**config.mk**
```make
export PLATFORM = sky130hd
export DESIGN_NAME = read_flash_control
export DESIGN_NICKNAME = d
export VERILOG_FILES = /design/src/rtl/read_flash_control.sv
export SDC_FILE = /design/constraint.sdc
export NUM_CORES = 1
export LEC_CHECK = 0
export ABC_AREA = 1
export BUFFER_PORTS_ARGS = -buffer_cell sky130_fd_sc_hd__buf_2
export CAP_MARGIN = 5
export CELL_PAD_IN_SITES_DETAIL_PLACEMENT = 0
export CELL_PAD_IN_SITES_GLOBAL_PLACEMENT = 1
export CORE_ASPECT_RATIO = 0.8
export CORE_MARGIN = 3
export CORE_UTILIZATION = 32
export CTS_CLUSTER_DIAMETER = 40
export DETAILED_ROUTE_END_ITERATION = 10
export GPL_TIMING_DRIVEN = 0
export HOLD_SLACK_MARGIN = 0.03
export PLACE_DENSITY = 0.78
export SLEW_MARGIN = 20
export SYNTH_ARGS = -nofsm -noshare
export SYNTH_HDL_FRONTEND = slang
export SYNTH_SLANG_ARGS = --single-unit
```
**constraint.sdc**
```tcl
create_clock -name clk -period 1.86 [get_ports clk]
set_input_delay 0.186 -clock clk [delete_from_list [all_inputs] [get_ports clk]]
set_output_delay 0.186 -clock clk [all_outputs]
set_load 0.05 [all_outputs]
```
**src/rtl/read_flash_control.sv**
```systemverilog
// rtl/read_flash_control.sv - read-side page controller: fetches the next valid NAND page into page RAM bank 1
//
// Ports:
//   clk, rst                    clock; asynchronous active-high reset
//   en_read_i                   level request to read the next valid page (sampled in IDLE)
//   end_read_o, read_status_o   one-cycle completion pulse; status 0 none, 1 page, 2 empty, 3 fail
//   en_read_page_o              request to the basic page-read engine, held until end_read_page_i
//   end_read_page_i             engine completion pulse; read_success_i valid with it (1 ok, 2 fail)
//   read_data_valid_i, read_data_cnt_i, read_data_i   engine byte stream (cnt 0..PAGE_BYTES)
//   read_addr_row_o             current row: [18:7] block, [6:0] page
//   write_addr_row_i            writer's current row; reading stops when the rows meet
//   init_addr_row_i, en_init_read_addr_i, end_init_read_addr_o   start-row load handshake
//   read_en_ram_o, read_ram_addr_o, read_ram_datain_o            page RAM port A write side
module read_flash_control #(
    parameter int PAGE_BYTES = 8192,
    parameter int INFO_PAGE  = 127,
    parameter int RETRY_MAX  = 2
) (
    input  logic        clk,
    input  logic        rst,
    input  logic        en_read_i,
    output logic        end_read_o,
    output logic [1:0]  read_status_o,
    output logic        en_read_page_o,
    input  logic        end_read_page_i,
    input  logic [1:0]  read_success_i,
    input  logic        read_data_valid_i,
    input  logic [13:0] read_data_cnt_i,
    input  logic [7:0]  read_data_i,
    output logic [23:0] read_addr_row_o,
    input  logic [23:0] write_addr_row_i,
    input  logic [23:0] init_addr_row_i,
    input  logic        en_init_read_addr_i,
    output logic        end_init_read_addr_o,
    output logic        read_en_ram_o,
    output logic [14:0] read_ram_addr_o,
    output logic [7:0]  read_ram_datain_o
);

    localparam logic [13:0] PAGE_CNT  = PAGE_BYTES[13:0];
    localparam logic [6:0]  INFO_PG   = INFO_PAGE[6:0];
    localparam logic [1:0]  RETRY_LIM = RETRY_MAX[1:0];

    typedef enum logic [2:0] {
        S_IDLE,
        S_CHECK,
        S_REQ,
        S_WAIT,
        S_EVAL,
        S_NEXT_PAGE,
        S_NEXT_BLOCK,
        S_DONE
    } state_t;

    state_t      state_q, state_d;
    logic [23:0] row_q, row_d;
    logic [1:0]  retry_q, retry_d;
    logic        bad_q, bad_d;
    logic [1:0]  succ_q, succ_d;     // engine status captured with end_read_page
    logic [1:0]  pend_q, pend_d;     // result decided in EVAL, published on the way to DONE
    logic [1:0]  status_q, status_d;
    logic        en_page_q, en_page_d;
    logic        init_done_q, init_done_d;

    always_ff @(posedge clk or posedge rst) begin
        if (rst) begin
            state_q     <= S_IDLE;
            row_q       <= '0;
            retry_q     <= '0;
            bad_q       <= 1'b0;
            succ_q      <= '0;
            pend_q      <= '0;
            status_q    <= '0;
            en_page_q   <= 1'b0;
            init_done_q <= 1'b0;
        end else begin
            state_q     <= state_d;
            row_q       <= row_d;
            retry_q     <= retry_d;
            bad_q       <= bad_d;
            succ_q      <= succ_d;
            pend_q      <= pend_d;
            status_q    <= status_d;
            en_page_q   <= en_page_d;
            init_done_q <= init_done_d;
        end
    end

    always_comb begin
        state_d     = state_q;
        row_d       = row_q;
        retry_d     = retry_q;
        bad_d       = bad_q;
        succ_d      = succ_q;
        pend_d      = pend_q;
        status_d    = status_q;
        en_page_d   = en_page_q;
        init_done_d = init_done_q;

        // Start-row load is only safe while no page walk is in progress.
        if (state_q == S_IDLE && en_init_read_addr_i) begin
            row_d       = init_addr_row_i;
            init_done_d = 1'b1;
        end else if (!en_init_read_addr_i) begin
            init_done_d = 1'b0;
        end

        case (state_q)
            S_IDLE: begin
                if (en_read_i) begin
                    state_d = S_CHECK;
                end
            end
            S_CHECK: begin
                if (row_q == write_addr_row_i) begin
                    status_d = 2'd2;
                    state_d  = S_DONE;
                end else if (row_q[6:0] == INFO_PG) begin
                    state_d = S_NEXT_BLOCK;
                end else begin
                    state_d = S_REQ;
                end
            end
            S_REQ: begin
                en_page_d = 1'b1;
                bad_d     = 1'b0;
                state_d   = S_WAIT;
            end
            S_WAIT: begin
                // Spare byte 0 arrives at cnt==PAGE_BYTES; anything but 0xFF marks the block bad.
                if (read_data_valid_i && read_data_cnt_i == PAGE_CNT && read_data_i != 8'hFF) begin
                    bad_d = 1'b1;
                end
                if (end_read_page_i) begin
                    en_page_d = 1'b0;
                    succ_d    = read_success_i;
                    state_d   = S_EVAL;
                end
            end
            S_EVAL: begin
                if (bad_q) begin
                    retry_d = '0;
                    state_d = S_NEXT_BLOCK;
                end else if (succ_q == 2'd2) begin
                    if (retry_q < RETRY_LIM) begin
                        retry_d = retry_q + 2'd1;
                        state_d = S_REQ;
                    end else begin
                        pend_d  = 2'd3;
                        state_d = S_NEXT_PAGE;
                    end
                end else begin
                    pend_d  = 2'd1;
                    state_d = S_NEXT_PAGE;
                end
            end
            S_NEXT_PAGE: begin
                row_d   = row_q + 24'd1;
                retry_d = '0;
                if (pend_q != 2'd0) begin
                    status_d = pend_q;
                    pend_d   = '0;
                    state_d  = S_DONE;
                end else begin
                    state_d = S_CHECK;
                end
            end
            S_NEXT_BLOCK: begin
                // Block field wraps within [18:7]; the upper row bits are left alone.
                row_d   = {row_q[23:19], row_q[18:7] + 12'd1, 7'd0};
                state_d = S_CHECK;
            end
            S_DONE: begin
                state_d = S_IDLE;
            end
            default: begin
                state_d = S_IDLE;
            end
        endcase
    end

    assign end_read_o           = (state_q == S_DONE);
    assign read_status_o        = status_q;
    assign en_read_page_o       = en_page_q;
    assign read_addr_row_o      = row_q;
    assign end_init_read_addr_o = init_done_q;

    // Data bytes go straight to bank 1 of the page RAM; spare bytes are never stored.
    assign read_en_ram_o     = read_data_valid_i && (read_data_cnt_i < PAGE_CNT) && (state_q == S_WAIT);
    assign read_ram_addr_o   = read_en_ram_o ? {2'b01, read_data_cnt_i[12:0]} : 15'd0;
    assign read_ram_datain_o = read_en_ram_o ? read_data_i : 8'd0;

endmodule

```
Word level (Yosys, flattened, before mapping)
Cells that the tools add are included.
{"block": "totals", "reg_bits": 38, "inputBits": 78, "out_inout_bits": 53, "word_cells": 89}
{"block": "op_classes", "n_addsub": 3, "order_cmp": 2, "eq_ne": 22, "muxes": 31, "bitwise_logic": 1, "reduce_logical": 20}
{"op": "$pmux 24 s2", "n": 1}
{"op": "$add 24x1->24 const B", "n": 1}
{"op": "$eq 24x24->1", "n": 1}
{"op": "$mux 24", "n": 1}
{"op": "$mux 3", "n": 8}
{"op": "$pmux 3 s8", "n": 1}
{"op": "$mux 2", "n": 9}
{"op": "$eq 14x14->1 const B", "n": 1}
{"op": "$lt 14x14->1 const B", "n": 1}
{"op": "$mux 14", "n": 1}
{"op": "$add 12x1->12 const B", "n": 1}
{"op": "$eq 3x3->1 const B", "n": 4}
{"op": "$ne 2x2->1 const B", "n": 6}
{"op": "$pmux 2 s2", "n": 3}
{"op": "$reduce_and 2->1", "n": 5}
{"op": "$reduce_bool 2->1", "n": 5}
{"op": "$ne 3x3->1 const B", "n": 3}
{"op": "$mux 8", "n": 1}
{"op": "$ne 8x8->1 const B", "n": 1}
{"op": "$eq 7x7->1 const B", "n": 1}
{"op": "$eq 3x2->1 const B", "n": 2}
{"op": "$reduce_and 3->1", "n": 2}
{"op": "$logic_and 1x1->1", "n": 5}
{"op": "$mux 1", "n": 4}
{"op": "10 further kinds", "n": 11}

Logic depth before layout (Yosys ltp)
{"block": "depth", "word_depth": 5, "ltp_mapped": 11, "mapped_depth_nobuf": 11}

Worst setup path before layout
Ideal clock, no wire load.
{"block": "synth_timing", "kind": "reg2out", "startpoint": "reg state_q[2]", "endpoint": "out read_ram_addr_o[11]", "t_arrival_ns": 1.675, "required_time_ns": 1.674, "slack_ns": -0.001, "stages_incl_launch_ff": 7, "n_path_buf": 1, "cell_sequence": "dfrtp_1 > inv_2 > nand3_1 > inv_1 > nand3_1 > clkbuf_1 > nor2_1"}
{"block": "synth_via", "elab_chain_cells": 3}
{"element": "start: declaration", "line_no": "55", "rtl": "state_t state_q, state_d;"}
{"element": "start signal: assignment", "line_no": "77", "rtl": "state_q <= state_d;"}
{"element": "$eq 3x2->1", "line_no": "189", "rtl": "assign read_en_ram_o = read_data_valid_i && (read_data_cnt_i < PAGE_CNT) && (state_q == S_WAIT);"}
{"element": "$logic_and 1x1->1", "line_no": "189"}
{"element": "$mux 14", "line_no": "190", "rtl": "assign read_ram_addr_o = read_en_ram_o ? {2'b01, read_data_cnt_i[12:0]} : 15'd0;"}
{"element": "end: declaration", "line_no": "36", "rtl": "output logic [14:0] read_ram_addr_o,"}
Every way passes these cells.

Final worst setup path
{"block": "layout_timing", "startpoint": "reg state_q[2]", "endpoint": "out read_ram_addr_o[13]"}
Same word-level chain as after synthesis.

==> reports/metrics.yaml <==
antenna_found_initial: 0
p_leak_nw: 2.49
cts_tree: "built"
finalInstanceArea_um2: 4330
grt.overflow.total: 0
fill_cells: 1006
critPathKind: "flip-flop to output port"
arrival_ps: 1580
crit_chain: "inv_4 -> nand3_2 -> inv_2 -> nand3_4 -> buf_8 -> inv_1 -> buf_4 -> buf_6"
period_share_pct: 94.7
status: "finished clean"
row_count: 31
synth.distinct_cells: 40
start_util_pct: 33.6
clock_latency_ps: 280
synth_top_area_share_pct: 30.5
drc: 0
core_um2: 9270
max_cap_violations: 0
startpoint_type: "flip-flop"
synth_cells: 520
firstDrtPassIters: 4
placedInstanceArea_um2: 3930
report.final.hold_viol_count: 0
grt_pass1_vias: 3549
grtUsageTotal_pct: 20.2
grt_max_degree: 29
vdd_drop_max_uv: 942
yosys.area.top_type: "dfrtp_1"
path_clk_slew_ps: 60
hold_path.class: "input pin to flip-flop"
cts.sinks: 38
whs_ps: 102
syn_nets: 600
setup_violations: 0
worst_path_largest_cell_delay_ps: 430
top_usage_layer: "met2"
vias: 3693
cts_root_buffer: "clkbuf_16"
routedWlPerCell_um: 14.0
final_antenna_net_count: 0
final-seq-area_um2: 953
synth_warnings: 0
required_ps: 1670
die-area_um2: 11000
area_growth_pct: 38.8
final_layout_size_suffix_gt1_share_pct: 28.1
end_kind: "output port"
numCtsBuffers: 5
layout.nets: 741
cp_max_fo: 10
ios: 131
grt_use_met1_pct: 28.5
die_h_um: 94.3
fmax_mhz: 568
initialDrtViolationCount: 162
multi_input_area_um2: 1770
use_met2_pct: 32.5
layout_min_cycle_time_ps: 1760
vias_per_cell: 4.75
routed_wl_um: 10900
grt_pass1_wl_um: 17500
synthTopCellsByArea: "dfrtp_1, nand2_1, inv_1, nor2_1, o21ai_0"
avgSynthCellArea_um2: 5.99
synth_area_um2: 3120
fin_skew_ps: 8.04
portBuffers: 129
setup_tns_ps: 0
rsz0062_at_grt: "no"
fp.dieW_um: 116
slowest_stage: "dfrtp_2"
ys_seq_area_share_pct: 30.5
finalMaxSlewViolations: 0
cts_buffer_depth: 2
power.density_nw_per_um2: 1640
dp_hpwl_um: 8750
met3_usage_pct: 3.54
gp_congestion: 0.906
insertedDiodeCount: 0
h-tree-depth: 2
ys_ff_latch: 38
[stage by stage]
stage          cells  util [%]  worst slack [ps]  power [mW]
2_1_floorplan    520         -            -0.938        4.67
3_3_place_gp     764      42.1              16.3        5.74
3_5_place_dp     765      42.4             -13.7        5.79
4_1_cts          774      45.4              1.91        7.00
5_1_grt          777      46.7              1.86        7.66
6_report         777      46.7              98.1        7.11
[power breakdown]
group,switching (mW),leakage [nW],internal [mW]
sequential,0.521,0.446,1.23
clock,0.348,0.0971,0.806
combinational,2.98,1.95,1.23
total,3.85,2.49,3.26
[cells in the final DEF, fill, tap and decap left out, types with 7 or more instances in the layout]
master and instances:
nand2_1 159, buf_2 110, inv_1 93, nor2_1 52, dfrtp_1 36, o21ai_0 35, nand3_1 31, a21oi_1 23
buf_4 20, buf_6 10, nor2_2 8, nor3_1 7, nand4_1 7
[synth_stat cells]
cell type	count
nand2_1	160
inv_1	95
nor2_1	58
dfrtp_1	38
o21ai_0	36
nand3_1	34
a21oi_1	23
nor3_1	8
nand4_1	7
xnor2_1	6
buf_4	5
a31oi_1	4
inv_2	4
o21ai_1	4
a22oi_1	3
clkbuf_1	3
nor2_2	3
buf_6	2
ha_1	2
nand2_2	2
nor2_4	2
o21bai_1	2
o22ai_1	2
a211oi_1	1
a21o_1	1
a21oi_2	1
buf_2	1
clkbuf_2	1
conb_1	1
inv_4	1
nand2_4	1
nand3_2	1
nand3b_1	1
nor3_2	1
nor4_1	1
nor4b_1	1
o2111ai_1	1
o211ai_1	1
o21ai_2	1
or2_2	1
[cell type report]
class	instances	area share, %
Tap cell	115	3.33
Inverter	100	8.79
Clock inverter	2	1.39
Clock buffer	6	3.21
Multi-Input combinational cell	370	40.9
Timing Repair Buffer	134	17.9
Buffer	12	2.43
Sequential cell	38	22.0
[sequential cells by signal, summed over array words and instances, names as in the netlist, 2 cells and up]
signal and count:
pend_q 2, retry_q 2, succ_q 2, read_addr_row_o 24, read_status_o 2, state_q 3
[worst max-delay path: cells and delay by family, from the launching register on]
| family | cells | cell delay (ps) |
|---|---|---|
| AND/OR/NAND/NOR | 2 | 200 |
| flip-flops | 1 | 430 |
| buffers and inverters | 6 | 650 |
[kinds of logic (layout without fill, tap and decap cells)]
group	Yosys count	count (layout)	share of synthesized area [%]
buffers and inverters	112	254	14.7
AO/OA/AOI/OAI	80	80	14.1
XOR/XNOR	6	6	1.69
flip-flops	38	38	30.5
adder cells (fa/ha/maj)	2	2	0.803
other	1	1	0.120
AND/OR/NAND/NOR	281	281	38.1
[final timing paths]
check | start | end | slack (ps) | depth (start not counted)
worst max register to register | state_q[0]$_DFFE_PP0P_ | read_status_o[0]$_DFFE_PP0P_ | 130 | 9
max in group asynchronous | rst | state_q[2]$_DFFE_PP0P_ | 1010 | 4
worst min-delay path | read_success_i[1] | succ_q[1]$_DFFE_PP0P_ | 100 | 3
worst max-delay path | state_q[2]$_DFFE_PP0P_ | read_ram_addr_o[13] | 100 | 8
worst min register to register | en_read_page_o$_DFFE_PP0P_ | en_read_page_o$_DFFE_PP0P_ | 480 | 2
min in group asynchronous | rst | read_addr_row_o[3]$_DFFE_PP0P_ | 390 | 3
[routing by layer]
layer	share of wire [%]	wire [um]
met2	44	4840
met5	0	0
met1	48	5280
met3	6.5	710
met4	0.75	82
[timing repair]
action,in CTS,in global routing
cloned,0,0
endpoints found under the setup margin,22,39
buffers inserted,0,3
resized for setup,28,32
hold endpoints to repair,10,0
hold buffers,1,0
pin swaps,0,1
No activity file was read; power rests on OpenSTA's default activity.
